### config.mk
export PLATFORM = sky130hd
export DESIGN_NAME = icache_inv_queue
export DESIGN_NICKNAME = d
export VERILOG_FILES = /design/src/rtl/icache_inv_queue_pkg.sv /design/src/rtl/icache_inv_queue_fifo.sv /design/src/rtl/icache_inv_queue.sv
export SDC_FILE = /design/constraint.sdc
export NUM_CORES = 1
export LEC_CHECK = 0
export CORE_MARGIN = 2
export CORE_UTILIZATION = 60
export CTS_BUF_LIST = sky130_fd_sc_hd__clkbuf_8
export DETAILED_ROUTE_END_ITERATION = 10
export PLACE_DENSITY = 0.85
export SLEW_MARGIN = 20
export SYNTH_ARGS = -nofsm -noshare
export SYNTH_HDL_FRONTEND = slang
export SYNTH_SLANG_ARGS = --single-unit
### constraint.sdc
create_clock -name clk -period 3.51 [get_ports clk]
set_input_delay 0.702 -clock clk [delete_from_list [all_inputs] [get_ports clk]]
set_output_delay 0.702 -clock clk [all_outputs]
set_load 0.02 [all_outputs]
### src/rtl/icache_inv_queue_pkg.sv
// Shared types and configuration for the instruction-invalidation queue.
package icache_inv_queue_pkg;

    localparam int unsigned INV_QUEUE_DEPTH = 4;
    localparam int unsigned INV_ADDR_W      = 30;

    typedef logic [INV_ADDR_W-1:0] inv_word_addr_t;

    typedef enum logic {
        INVQ_IDLE,
        INVQ_ISSUED
    } inv_queue_state_t;

endpackage

### src/rtl/icache_inv_queue_fifo.sv
// Address FIFO for the invalidation queue: storage, wrapping pointers and occupancy count.
module icache_inv_queue_fifo
    import icache_inv_queue_pkg::*;
#(
    parameter int unsigned DEPTH = INV_QUEUE_DEPTH
) (
    input  logic           clk,
    input  logic           rst,
    input  logic           push_i,
    input  inv_word_addr_t push_addr_i,
    input  logic           pop_i,
    output logic           full_o,
    output logic           empty_o,
    output logic           one_left_o,
    output inv_word_addr_t head_o
);

    localparam int unsigned PTR_W = $clog2(DEPTH);
    localparam int unsigned CNT_W = PTR_W + 1;

    inv_word_addr_t   mem_q [DEPTH];
    logic [PTR_W-1:0] wptr_q, wptr_d;
    logic [PTR_W-1:0] rptr_q, rptr_d;
    logic [CNT_W-1:0] count_q, count_d;

    always_comb begin
        wptr_d  = wptr_q;
        rptr_d  = rptr_q;
        count_d = count_q;
        if (push_i) begin
            wptr_d = wptr_q + PTR_W'(1);
        end
        if (pop_i) begin
            rptr_d = rptr_q + PTR_W'(1);
        end
        // Simultaneous push and pop leaves the occupancy unchanged.
        if (push_i && !pop_i) begin
            count_d = count_q + CNT_W'(1);
        end else if (pop_i && !push_i) begin
            count_d = count_q - CNT_W'(1);
        end
    end

    always_ff @(posedge clk) begin
        if (rst) begin
            wptr_q  <= '0;
            rptr_q  <= '0;
            count_q <= '0;
        end else begin
            wptr_q  <= wptr_d;
            rptr_q  <= rptr_d;
            count_q <= count_d;
        end
    end

    always_ff @(posedge clk) begin
        if (push_i) begin
            mem_q[wptr_q] <= push_addr_i;
        end
    end

    assign full_o     = (count_q == CNT_W'(DEPTH));
    assign empty_o    = (count_q == '0);
    assign one_left_o = (count_q == CNT_W'(1));
    assign head_o     = mem_q[rptr_q];

endmodule

### src/rtl/icache_inv_queue.sv
// Buffers i-cache invalidations and re-issues them one at a time until the consumer completes each.
// Optional ICACHE_INV_QUEUE_COALESCE_EN drops a request repeating the still-unissued tail address.
module icache_inv_queue
    import icache_inv_queue_pkg::*;
#(
    parameter int unsigned DEPTH = INV_QUEUE_DEPTH
) (
    input  logic        clk,
    input  logic        rst,
    input  logic [29:0] up_inv_addr,
    input  logic        up_inv_valid,
    output logic        up_inv_ready,
    output logic        up_inv_outstanding,
    output logic [29:0] dn_inv_addr,
    output logic        dn_inv_valid,
    input  logic        dn_inv_completed
);

    inv_queue_state_t state_q;
    inv_word_addr_t   dn_addr_q;
    logic             dn_valid_q;

    logic           fifo_full;
    logic           fifo_empty;
    logic           fifo_one_left;
    inv_word_addr_t fifo_head;
    logic           accept;
    logic           push;
    logic           pop;
    logic           issue;

    assign accept = up_inv_valid && up_inv_ready;
    assign issue  = (state_q == INVQ_IDLE) && !fifo_empty;
    assign pop    = (state_q == INVQ_ISSUED) && dn_inv_completed;

`ifdef ICACHE_INV_QUEUE_COALESCE_EN
    logic           tail_valid_q;
    inv_word_addr_t tail_addr_q;

    // Tail is only a coalescing target while it is queued but not yet handed downstream.
    assign push = accept && !(tail_valid_q && (up_inv_addr == tail_addr_q));

    always_ff @(posedge clk) begin
        if (rst) begin
            tail_valid_q <= 1'b0;
            tail_addr_q  <= '0;
        end else if (push) begin
            tail_valid_q <= 1'b1;
            tail_addr_q  <= up_inv_addr;
        end else if ((issue || pop) && fifo_one_left) begin
            tail_valid_q <= 1'b0;
        end
    end
`else
    logic unused_one_left;

    assign push            = accept;
    assign unused_one_left = fifo_one_left;
`endif

    icache_inv_queue_fifo #(
        .DEPTH(DEPTH)
    ) u_fifo (
        .clk        (clk),
        .rst        (rst),
        .push_i     (push),
        .push_addr_i(up_inv_addr),
        .pop_i      (pop),
        .full_o     (fifo_full),
        .empty_o    (fifo_empty),
        .one_left_o (fifo_one_left),
        .head_o     (fifo_head)
    );

    // Issue FSM: head stays resident until completion, forcing one idle cycle between issues.
    always_ff @(posedge clk) begin
        if (rst) begin
            state_q    <= INVQ_IDLE;
            dn_valid_q <= 1'b0;
            dn_addr_q  <= '0;
        end else begin
            case (state_q)
                INVQ_IDLE: begin
                    if (!fifo_empty) begin
                        dn_addr_q  <= fifo_head;
                        dn_valid_q <= 1'b1;
                        state_q    <= INVQ_ISSUED;
                    end
                end
                INVQ_ISSUED: begin
                    if (dn_inv_completed) begin
                        dn_valid_q <= 1'b0;
                        state_q    <= INVQ_IDLE;
                    end
                end
            endcase
        end
    end

    assign up_inv_ready       = !fifo_full;
    assign up_inv_outstanding = !fifo_empty;
    assign dn_inv_addr        = dn_addr_q;
    assign dn_inv_valid       = dn_valid_q;

`ifndef SYNTHESIS
    a_no_idle_completion: assert property (@(posedge clk) disable iff (rst)
        !(dn_inv_completed && (state_q == INVQ_IDLE)));
`endif

endmodule

==> flow_summary.yaml <==
run_status:
  status: "finished clean"
sta:
  final.setup.tns_ns: 0
  fin_skew_ns: 0.0122
  clock.fmax_mhz: 392
  min_period_over_period: 0.727
  finalHoldWorstSlack_ns: 0.479
  setup_repair_after_global_routing_missed_its_margin: "no"
  max_slew.worst_pin.slew_ns: 0.978
  timing.final.setup_violations: 0
  slew_headroom: 0.347
  slew_viol_final: 0
  timing.final.hold_violations: 0
  period_needed_ns: 2.55
  worst_slack_ns: 0.957
clock_network:
  cts_root_buf: "clkbuf_8"
  tritoncts.num_buffers: 17
  cts_htree_levels: 4
  post_cts_hold_buffer_count: 0
  clock_path_buffers: 2
  clock-sinks: 159
  post_cts_resized: 0
  cts_setup_buffers: 0
  cts_tree: "built"
  insertion_delay_ns: 0.42
  clk_pin_slew_worst_paths_ns: 0.08
drt:
  routed_wire_length_um: 10600
  detail_route.drc_violations: 0
  detailedRoute.firstIterationViolations: 172
  detail-route-antenna-nets: 0
  wl_per_cell_um: 21.4
  via_count_of_the_routed_design: 2828
  drt_pre_antenna_iters: 4
  via_per_inst: 5.72
layout:
  post_layout_nonfiller_instances: 494
  layout.core_utilization: 0.755
  most-common-layout-cells: "edfxtp_1 (120), clkdlybuf4s50_1 (66), dfxtp_1 (37), a22o_1 (30), mux4_2 (26)"
  finalNetCount: 392
  num_antenna_cells: 0
  drive_gt1_frac: 0.189
  most_common_cell_after_layout_fill_and_taps_aside: "edfxtp_1"
  area_growth_pct: 21.1
critical_path:
  arrival_ns: 1.85
  criticalPathCategory: "reg -> out"
  reg2reg_to: "dn_inv_addr[19]"
  r2r_start: "u_fifo.rptr_q[0]"
  endpoint: "up_inv_outstanding"
  critPathLaunchType: "flop"
  startpoint: "u_fifo.count_q[0]"
  endpoint_kind: "primary output"
  timing.critical_path.fanout_max: 5
  reg2reg_setup_slack_ns: 1.45
  worst_ep_required_time_ns: 2.81
  ff2ff_path_depth: 3
global_routing:
  globalRouteOverflowTotal: 0
  groute.usage.overall: 0.217
  first_pass_grt_wire_length_um: 15900
  maximum_number_of_pins_on_one_net_before_global_route_repair: 32
  grt_pass1_vias: 2895
  initial_antenna_violation_count: 0
power_and_ir_drop:
  cell_internal_pwr_w: 0.00401
  p_switching_w: 0.00154
  worst_voltage_drop_across_the_vdd_grid_mv: 0.532
  switching_share: 0.277
  comb_power_share: 0.248
  cellPowerDensity_nw_per_um2: 791
  power.share.clock: 0.290
  leakage_dissipation_nw: 2.36
  share_seq_of_total_power: 0.462
floorplanning:
  boundaryPins: 67
  initial_core_util: 0.623
  placementRows: 35
  chipWidth_um: 102
  die-height_um: 102
  core-area_um2: 9280
  design.die.area_um2: 10400
synth:
  post_synth_main_area_contributors: "edfxtp_1 (62%), dfxtp_1 (13%), mux4_2 (10%)"
  postSynthAreaPerCell_um2: 20.7
  synth.lib_cells_used.distinct: 27
  synth_area_um2: 5790
  postSynthCellCount: 279
  sequential_fraction_of_the_synthesis_area: 0.757
  synth.ff_latch_count: 159
  ys_warn_count: 0
  synth_top_cell_by_area: "edfxtp_1"
  yosysTopAreaCellShare: 0.623
  syn-num-nets: 319
hold_path:
  timing.hold.worst_path_depth: 1
  min_from: "dn_inv_addr[24]"
  hp-class: "reg -> reg"
placement:
  port_buffers: 66
  dp_slack_ns: 0.711
  detailed_place_hpwl_um: 5940
  placedCellCount: 462
  gp_routability_congestion: 0.697
run:
  cap_viol_max_count: 0
[stage by stage]
stage | cell area [µm²] | power [W]
after detailed placement | 6520 | 0.00398
final | 7010 | 0.00555
after CTS | 7010 | 0.00559
after global placement | 6520 | 0.00392
after global routing | 7010 | 0.00576
after floorplan | 5790 | 0.00346
[cells in the mapped netlist (all sizes together)]
cell type,instances
clkbuf,2
buf,13
a211oi,1
dfxtp,39
nand2,1
edfxtp,120
a22oi,1
fa,1
and3,4
a22o,30
or3,2
nor3b,2
mux4,30
o21ai,3
xor2,4
nand3,3
nor2,7
a21oi,4
inv,6
ha,5
mux2i,1
[worst min path at each step]
stage,endpoint,slack [ns]
floorplan,u_fifo.count_q[2],0.46
global placement,dn_inv_addr[12],0.46
detailed placement,dn_inv_addr[28],0.46
CTS,dn_inv_addr[28],0.48
global route,dn_inv_addr[12],0.49
finish,dn_inv_addr[24],0.48
[worst max-delay path, cell delays in order, from the launching register on]
cell	delay [ns]
dfxtp_1	0.37
or3_1	0.48
clkdlybuf4s50_1	0.58
[power by group through the flow]
stage,registers [W],logic [W],clock network (W)
finish,0.00256,0.00138,0.00161
detailed placement,0.00260,0.00138,0
global route,0.00259,0.00147,0.00170
floorplan,0.00272,0.000738,0
global placement,0.00257,0.00135,0
CTS,0.00257,0.00140,0.00163
[cell families after synthesis]
family	share of synthesized area
fa+ha+maj	0.0143
compound gates	0.0560
xor+xnor	0.00605
flops	0.757
mux	0.121
simple gates	0.0197
buf+inv	0.0255
[metal layers]
metal  vias to the layer above  wire, µm  track usage  part of all wire
li1                       1278         -            -                 -
met2                       101      5750        0.379              0.54
met1                      1443      4210        0.270              0.40
met5                         -         0            0                 0
met3                         6       555       0.0602             0.053
met4                         0        51       0.0585            0.0048
[state kept, by name, summed over array words and instances, names as in the netlist]
name and count:
u_fifo.mem_q 120, dn_inv_addr 30, state_q 1, u_fifo.count_q 3, u_fifo.wptr_q 2, dn_inv_valid 1, u_fifo.rptr_q 2
[layout make-up]
type | instances | area (µm²)
multi-input cells | 99 | 1260
flip-flops and latches | 159 | 4390
inverters | 6 | 22.5
fillers | 545 | 2270
clock buffers | 19 | 262
repair buffers | 69 | 683
clock inverters | 13 | 235
well taps | 129 | 161
Power figures use the tool's default switching activity.
